File: src/rtl/psram_pkg.sv
// Shared definitions for the PSRAM two-port arbiter: FSM encoding, port
// indices and command timing.
package psram_pkg;

  typedef enum logic [2:0] {
    ST_IDLE    = 3'd0,
    ST_ISSUE   = 3'd1,
    ST_WAIT_HI = 3'd2,
    ST_WAIT_LO = 3'd3,
    ST_DONE    = 3'd4
  } state_t;

  // Requester indices into req/we/ack.
  localparam int PORT_CPU = 0;
  localparam int PORT_DMA = 1;

  // Width in cycles of the mem_read / mem_write command pulse.
  localparam int CMD_PULSE_CYCLES = 1;

  // PSRAM controller byte-address width.
  localparam int MEM_ADDR_W = 22;

endpackage

File: src/rtl/rr_arbiter2.sv
// Two-way round-robin grant. On a tie the port that did not win last time
// gets the grant; the last-winner register only moves when the grant is
// actually taken (accept).
module rr_arbiter2 (
  input  logic       clock,
  input  logic       reset,
  input  logic [1:0] req,
  input  logic       accept,
  output logic [1:0] grant
);

  // Index of the last winner; reset to 1 so port 0 wins the first tie.
  logic last_q;

  // One-hot grant: single requester wins outright, a tie goes to ~last_q.
  always_comb begin
    grant = req;
    if (req == 2'b11) begin
      grant = last_q ? 2'b01 : 2'b10;
    end
  end

  // Remember the winner of every accepted grant.
  always_ff @(posedge clock) begin
    if (reset) begin
      last_q <= 1'b1;
    end else if (accept && (grant != 2'b00)) begin
      last_q <= grant[1];
    end
  end

endmodule

File: src/rtl/psram_arbiter.sv
// Two-requester byte-access arbiter in front of a 16-bit PSRAM controller.
// One access at a time: grant, one-cycle command pulse, wait for the
// controller busy to rise and fall (or time out), then a one-cycle ack.
//
// Handshake: a requester raises req[i] with we/addr/wdata valid and holds it
// until ack[i]; the inputs are latched at grant, so anything after that,
// including dropping req, has no effect on the access in flight.
module psram_arbiter
  import psram_pkg::*;
#(
  parameter int              ADDR_W  = 19,
  parameter logic [21:0]     BASE    = 22'h000000,
  parameter int              TIMEOUT = 255
) (
  input  logic              clock,
  input  logic              reset,
  input  logic [1:0]        req,
  input  logic [1:0]        we,
  input  logic [ADDR_W-1:0] addr0,
  input  logic [ADDR_W-1:0] addr1,
  input  logic [7:0]        wdata0,
  input  logic [7:0]        wdata1,
  output logic [1:0]        ack,
  output logic [7:0]        rdata,
  output logic              err,
  output logic              mem_read,
  output logic              mem_write,
  output logic              mem_byte_write,
  output logic [21:0]       mem_addr,
  output logic [15:0]       mem_din,
  input  logic [15:0]       mem_dout,
  input  logic              mem_busy,
  output logic [2:0]        dbg_state
);

  localparam int CNT_W = (TIMEOUT > 1) ? $clog2(TIMEOUT + 1) : 1;

  state_t            state, next_state;
  logic [1:0]        grant;
  logic              accept;
  logic              we_q;
  logic [ADDR_W-1:0] addr_q;
  logic [7:0]        wdata_q;
  logic [1:0]        gnt_q;
  logic              err_q;
  logic [7:0]        rdata_q;
  logic [CNT_W-1:0]  cnt;
  logic              issue_done;
  logic              timeout_hit;

  // Never start while the controller is still busy (e.g. from an access
  // that was cut short by reset).
  assign accept      = (state == ST_IDLE) && (req != 2'b00) && !mem_busy;
  assign issue_done  = (cnt == CNT_W'(CMD_PULSE_CYCLES - 1));
  assign timeout_hit = (cnt == CNT_W'(TIMEOUT - 1));

  rr_arbiter2 u_rr (
    .clock  (clock),
    .reset  (reset),
    .req    (req),
    .accept (accept),
    .grant  (grant)
  );

  // State register.
  always_ff @(posedge clock) begin
    if (reset) begin
      state <= ST_IDLE;
    end else begin
      state <= next_state;
    end
  end

  // Next-state logic; busy rising wins over a timeout in the same cycle.
  always_comb begin
    next_state = state;
    case (state)
      ST_IDLE:    if (accept) next_state = ST_ISSUE;
      ST_ISSUE:   if (issue_done) next_state = ST_WAIT_HI;
      ST_WAIT_HI: begin
        if (mem_busy) begin
          next_state = ST_WAIT_LO;
        end else if (timeout_hit) begin
          next_state = ST_DONE;
        end
      end
      ST_WAIT_LO: if (!mem_busy) next_state = ST_DONE;
      ST_DONE:    next_state = ST_IDLE;
      default:    next_state = ST_IDLE;
    endcase
  end

  // Outputs decoded from state and the latched request.
  always_comb begin
    ack            = (state == ST_DONE) ? gnt_q : 2'b00;
    err            = (state == ST_DONE) && err_q;
    mem_read       = (state == ST_ISSUE) && !we_q;
    mem_write      = (state == ST_ISSUE) && we_q;
    mem_byte_write = mem_write;
  end

  // Cycle counter for the command pulse and the busy-rise timeout; cleared
  // on every state change so each timed state starts from zero.
  always_ff @(posedge clock) begin
    if (reset) begin
      cnt <= '0;
    end else if (next_state != state) begin
      cnt <= '0;
    end else if ((state == ST_ISSUE) || (state == ST_WAIT_HI)) begin
      cnt <= cnt + CNT_W'(1);
    end
  end

  // Request latch at grant, timeout flag and read-byte capture.
  always_ff @(posedge clock) begin
    if (reset) begin
      we_q    <= 1'b0;
      addr_q  <= '0;
      wdata_q <= 8'h00;
      gnt_q   <= 2'b00;
      err_q   <= 1'b0;
      rdata_q <= 8'h00;
    end else begin
      if (accept) begin
        gnt_q <= grant;
        err_q <= 1'b0;
        if (grant[PORT_DMA]) begin
          we_q    <= we[PORT_DMA];
          addr_q  <= addr1;
          wdata_q <= wdata1;
        end else begin
          we_q    <= we[PORT_CPU];
          addr_q  <= addr0;
          wdata_q <= wdata0;
        end
      end
      if ((state == ST_WAIT_HI) && !mem_busy && timeout_hit) begin
        err_q <= 1'b1;
      end
      if ((state == ST_WAIT_LO) && !mem_busy && !we_q) begin
        rdata_q <= addr_q[0] ? mem_dout[15:8] : mem_dout[7:0];
      end
    end
  end

  // Address and data are pure functions of the latched request, so they stay
  // stable for the whole access; the add wraps modulo 2^22.
  assign mem_addr  = BASE + MEM_ADDR_W'(addr_q);
  assign mem_din   = {wdata_q, wdata_q};
  assign rdata     = rdata_q;
  assign dbg_state = state;

endmodule

File: config.mk
export PLATFORM = sky130hd
export DESIGN_NAME = psram_arbiter
export DESIGN_NICKNAME = d
export VERILOG_FILES = /design/src/rtl/psram_pkg.sv /design/src/rtl/rr_arbiter2.sv /design/src/rtl/psram_arbiter.sv
export SDC_FILE = /design/constraint.sdc
export NUM_CORES = 1
export LEC_CHECK = 0
export CORE_AREA = 2 2 81 83
export DETAILED_ROUTE_END_ITERATION = 8
export DIE_AREA = 0 0 83 85
export GPL_TIMING_DRIVEN = 1
export PLACE_DENSITY_LB_ADDON = 0.08
export SYNTH_ARGS = -nofsm -noshare
export SYNTH_HDL_FRONTEND = slang
export SYNTH_HIERARCHICAL = 1
export SYNTH_SLANG_ARGS = --single-unit
File: constraint.sdc
create_clock -name clock -period 5.5 [get_ports clock]
set_input_delay 1.1 -clock clock [delete_from_list [all_inputs] [get_ports clock]]
set_output_delay 1.1 -clock clock [all_outputs]
set_load 0.005 [all_outputs]
# After elaboration in Yosys (flattened, before gate mapping)
# Index checks and enable logic that the tools add are counted.
op_classes:
  add_sub_neg: 1
  n_eq_ne: 7
  mux: 15
  n_reduce_logical: 19
op_table:
  columns: ["cell", "n"]
  rows:
  - ["19-bit two-way mux", 1]
  - ["8-bit two-way mux", 2]
  - ["3-bit two-way mux", 5]
  - ["3-bit one-hot mux with 4 select lines", 1]
  - ["1-bit logical AND", 10]
  - ["8-bit by 1-bit adder with 8-bit output, second input constant", 1]
  - ["8-bit equality test, second input constant", 1]
  - ["8-bit logical NOT", 1]
  - ["3-bit by 2-bit equality test with 1-bit output, second input constant", 2]
  - ["2-bit two-way mux", 3]
  - ["2-bit nonzero test", 3]
  - ["3-bit by 1-bit equality test with 1-bit output, second input constant", 1]
  - ["3-bit equality test, second input constant", 1]
  - ["3-bit logical NOT", 1]
  - ["1-bit two-way mux", 3]
  - ["3-bit inequality test", 1]
  - ["2-bit equality test, second input constant", 1]
  - ["1-bit logical NOT", 2]
  - ["2-bit OR reduction", 1]
  - ["1-bit logical OR", 1]
totals:
  ff_bits: 51
  inputBits: 77
  output_inout_bits: 55

# Logic depth before layout (Yosys ltp)
depth:
  word_depth: 7
  mapped_depth: 7

# Hierarchy
# The synthesis kept the hierarchy.
modules_own_cells:
  columns: ["module", "n_inst", "cells_per_inst", "area_each_um2"]
  rows:
  - ["psram_arbiter", 1, 263, 2533.7]
  - ["rr_arbiter2", 1, 7, 61.3]

# Least setup slack after synthesis
# OpenSTA, ideal clock, no wires.
synth_timing:
  kind: "input -> register"
  start: "input port req[1]"
  end: "register addr_q[10]"
  t_arrival_ns: 2.273
  required_ns: 5.362
  path_slack_ns: 3.089
  path_stages: 5
  n_path_buf: 2
  cell_sequence: "a21boi_0 -> buf_4 -> buf_1 -> mux2i_1 -> a211oi_1"
synth_via:
  elab_chain_cells: 3
synth_rtl:
  columns: ["element", "line", "rtl"]
  rows:
  - ["start, declared", "psram_arbiter.sv:17", "input logic [1:0] req,"]
  - ["2-bit equality test or 2-bit nonzero test (tied branches)", "rr_arbiter2.sv:18, psram_arbiter.sv:53", null]
  - ["2-bit two-way mux or 1-bit logical AND (tied branches)", "rr_arbiter2.sv:18, psram_arbiter.sv:53", null]
  - ["19-bit two-way mux or 1-bit logical AND (tied branches)", "psram_arbiter.sv:127, psram_arbiter.sv:53", null]
  - ["end signal, assigned", "psram_arbiter.sv:129", "addr_q <= addr1;"]
  - ["end signal, assigned", "psram_arbiter.sv:133", "addr_q <= addr0;"]
  - ["end, declared", "psram_arbiter.sv:42", "logic [ADDR_W-1:0] addr_q;"]
# Parallel ways exist; a longest one is shown, timed or not.
# A chain may end at the register's enable or synchronous reset.

# Worst setup path after layout
layout_timing:
  start: "register state[0], in the netlist dbg_state[0]"
  end: "output port mem_write"
layout_via:
  elab_chain_cells: 2
layout_rtl:
  columns: ["element", "line", "rtl"]
  rows:
  - ["start, declared", "psram_arbiter.sv:38", "state_t state, next_state;"]
  - ["start signal, assigned", "psram_arbiter.sv:70", "state <= next_state;"]
  - ["3-bit by 1-bit equality test with 1-bit output", "psram_arbiter.sv:98", "mem_write = (state == ST_ISSUE) && we_q;"]
  - ["1-bit logical AND", "psram_arbiter.sv:98", null]
  - ["end, declared", "psram_arbiter.sv:27", "output logic mem_write,"]
# No other way between the ends.

==> metrics <==
status completed; Worst VDD drop roughly 0.00015 V; Synth area leaders dfxtp_1 (39%), mux2i_1 (15%), a211oi_1 (9.8%); Unique masters post-synth 43; Crit path arrival time roughly 2.1 ns; DRC 0; mux share of post-synthesis cell area 0.150; post-synthesis compound-gate area fraction 0.180; Final min period 3.19 ns; DR iter-0 viols 77; Slew headroom 0.438; Setup TNS Final 0 ns; most common library cells after synthesis dfxtp_1 (51), nor2_1 (47), mux2i_1 (39); slowest CP cell dfxtp_1; initial antenna violation count 0; MaxCap Viol Count 0; number of global-route vias before repair around 2200; GRT overflow 0; total track usage 0.173; CP required 4.40 ns; # hold bufs at CTS 0; r2r endpoint cnt[7]$_SDFFE_PP0P_; Post-CTS Setup Bufs 0; Chip Height ~85 µm; WS Path Type flip-flop to primary output; R2R setup slack about 3.2 ns; H-tree Lvls 2; largest family of logic cells by synthesized area compound AO/OA/AOI/OAI gates; WHS Path Cells 2; Yosys top cell area share 0.393; Post-synth EDFFs 0; final hold violation count 0; area grow syn2layout 52.1%; clk buf depth 2; Synth Register Bits 51; Vias approximately 2200; largest net degree at the start of global routing around 50; R2R depth 6; CTS Buf Count 5; post-synth top area cell dfxtp_1; Inst Count DP 447; Gate Count Post-Synth 270; Die Width 83 µm; wire per inst about 13 µm; Die Area 7060 µm²; Synth Area in Adders 0.0145; crit path capture mem_write; Max Clock Freq 0.314 GHz; # rows 29; Post-CTS Resized 0; PortBufs 128; Critical Path Source dbg_state[0]$_SDFF_PP0_; Lkg Pwr about 1.4 nW; Setup Skew ~0.004 ns; RSZ-0062 raised after global routing no; Vias/cell just under 5; Antenna Violating Nets Remaining 0; final critical-path share of the clock period 0.580; Mapped Area ~2600 µm²; Worst-Margin Slew approximately 0.84 ns; Initial Util 0.418; top_reg_cell synth dfxtp_1; power density cells between 200 and 300 nW/µm²; asr flop ratio synth 0; CTS sink count just over 50; Crit. End Element primary output; Slew Limit Fails 0; worst slack at placement about 2.2 ns; worst-skew pair later-pin latency approximately 0.30 ns; crit-path cells or3b_2 > nor2_1 > clkdlybuf4s50_1; CTS tree done; Pre-antenna DRT Iters 4; Root Driver clkbuf_8; Crit path largest cell delay about 0.62 ns; core area between 6000 and 7000 µm²; xor/xnor cell area share of the yosys netlist 0.0270; Non-Filler Instances between 400 and 500; Seq/Total Area, Yosys 0.393; fraction of layout cells with a size suffix above 1 0.0794; final WL between 5 and 6 mm; Detailed Place HPWL 4.37 mm; crit path max fanout 11; post-synthesis simple-gate area fraction 0.150; crit start category flip-flop; I/O Pins 132; final setup fails 0; GPL Wtd Cong a little over 0.7; fin nets about 460; Syn. warnings 6; count leader, synth dfxtp_1; clk slew on worst S/H paths about 0.090 ns; synthesized area per cell approximately 9.6 µm²; ant diodes 0; HP Class flip-flop to flip-flop; Setup WS post-layout 2.31 ns; first-pass GRT wire length about 10 mm; origin of the critical flop-to-flop path cnt[0]$_SDFFE_PP0P_
-- routing by layer --
| metal | global-route usage | vias up | part of all wire |
|---|---|---|---|
| met3 | 0.0661 | 4 | 0.080 |
| li1 | - | 1165 | - |
| met2 | 0.301 | 70 | 0.50 |
| met5 | 0 | - | 0 |
| met1 | 0.202 | 990 | 0.41 |
| met4 | 0.0447 | 0 | 0.0076 |
-- state kept, by name, indices dropped and copies added, names as in the netlist --
register and flops:
addr_q 19, cnt 8, dbg_state 3, err_q 1, gnt_q 2, rdata 8
u_rr/last_q 1, wdata_q 8, we_q 1
-- power by group --
group          leakage, nW  internal (mW)  switching [mW]  total [mW]
clock               0.0654          0.182           0.121       0.303
combinational        0.903          0.158          0.0987       0.256
sequential           0.418          0.400          0.0277       0.427
total                 1.39          0.739           0.248       0.987
-- cells by family (layout without fill, tap and decap cells) --
kind of cell	Yosys count	in the layout
and+or+nand+nor	75	75
AOI/OAI and AO/OA	56	56
DFF	51	51
muxes	39	39
buffers and inverters	37	143
xor gates and xnor gates	8	8
adders and majority gates	3	3
other	1	3
-- worst max-delay path: cells and delay by family, from the launching register on --
family                 cells  cell delay, ns
buffers and inverters      1            0.51
flip-flops                 1            0.62
AND/OR/NAND/NOR            2            0.65
-- cells in the final DEF (no fill, tap or decap), types with 2 or more instances in the layout --
cell type / count
nand2_1: 3
mux2i_1: 39
dfxtp_1: 51
conb_1: 3
nor2_1: 47
ha_1: 3
a211oi_1: 34
clkdlybuf4s50_1: 127
inv_1: 5
buf_4: 2
bufinv_16: 2
and3_1: 5
a211oi_2: 2
a21oi_2: 8
nor4_1: 2
xnor2_1: 8
nor3_1: 3
a21oi_1: 3
clkbuf_8: 5
-- worst min path at each step --
stage	end	slack [ns]	start
after floorplan	gnt_q[0]$_SDFFE_PP0P_	0.45	gnt_q[0]$_SDFFE_PP0P_
after global placement	gnt_q[0]$_SDFFE_PP0P_	0.47	gnt_q[0]$_SDFFE_PP0P_
after detailed placement	gnt_q[0]$_SDFFE_PP0P_	0.48	gnt_q[0]$_SDFFE_PP0P_
after CTS	addr_q[11]$_SDFFE_PP0P_	0.50	addr_q[11]$_SDFFE_PP0P_
after global routing	addr_q[14]$_SDFFE_PP0P_	0.53	addr_q[14]$_SDFFE_PP0P_
final	gnt_q[0]$_SDFFE_PP0P_	0.49	gnt_q[0]$_SDFFE_PP0P_
-- through the flow --
step | power, mW | utilization | area, µm² | hold slack [ns]
final | 0.987 | 0.636 | 3950 | 0.494
after detailed placement | 0.695 | 0.615 | 3810 | 0.482
after global placement | 0.692 | 0.615 | 3810 | 0.474
after CTS | 1.00 | 0.636 | 3950 | 0.503
after floorplan | 0.568 | - | 2600 | 0.452
after global routing | 1.04 | 0.636 | 3950 | 0.529
-- layout make-up --
type                    count  area, µm²
fillers                   545       2260
multi-input cells         184       1390
repair buffers            130       1290
flip-flops and latches     51       1020
well taps                  77       96.3
clock buffers               6       72.6
clock inverters             2       60.1
inverters                   5       18.8
No activity file was read; power rests on OpenSTA's default activity.
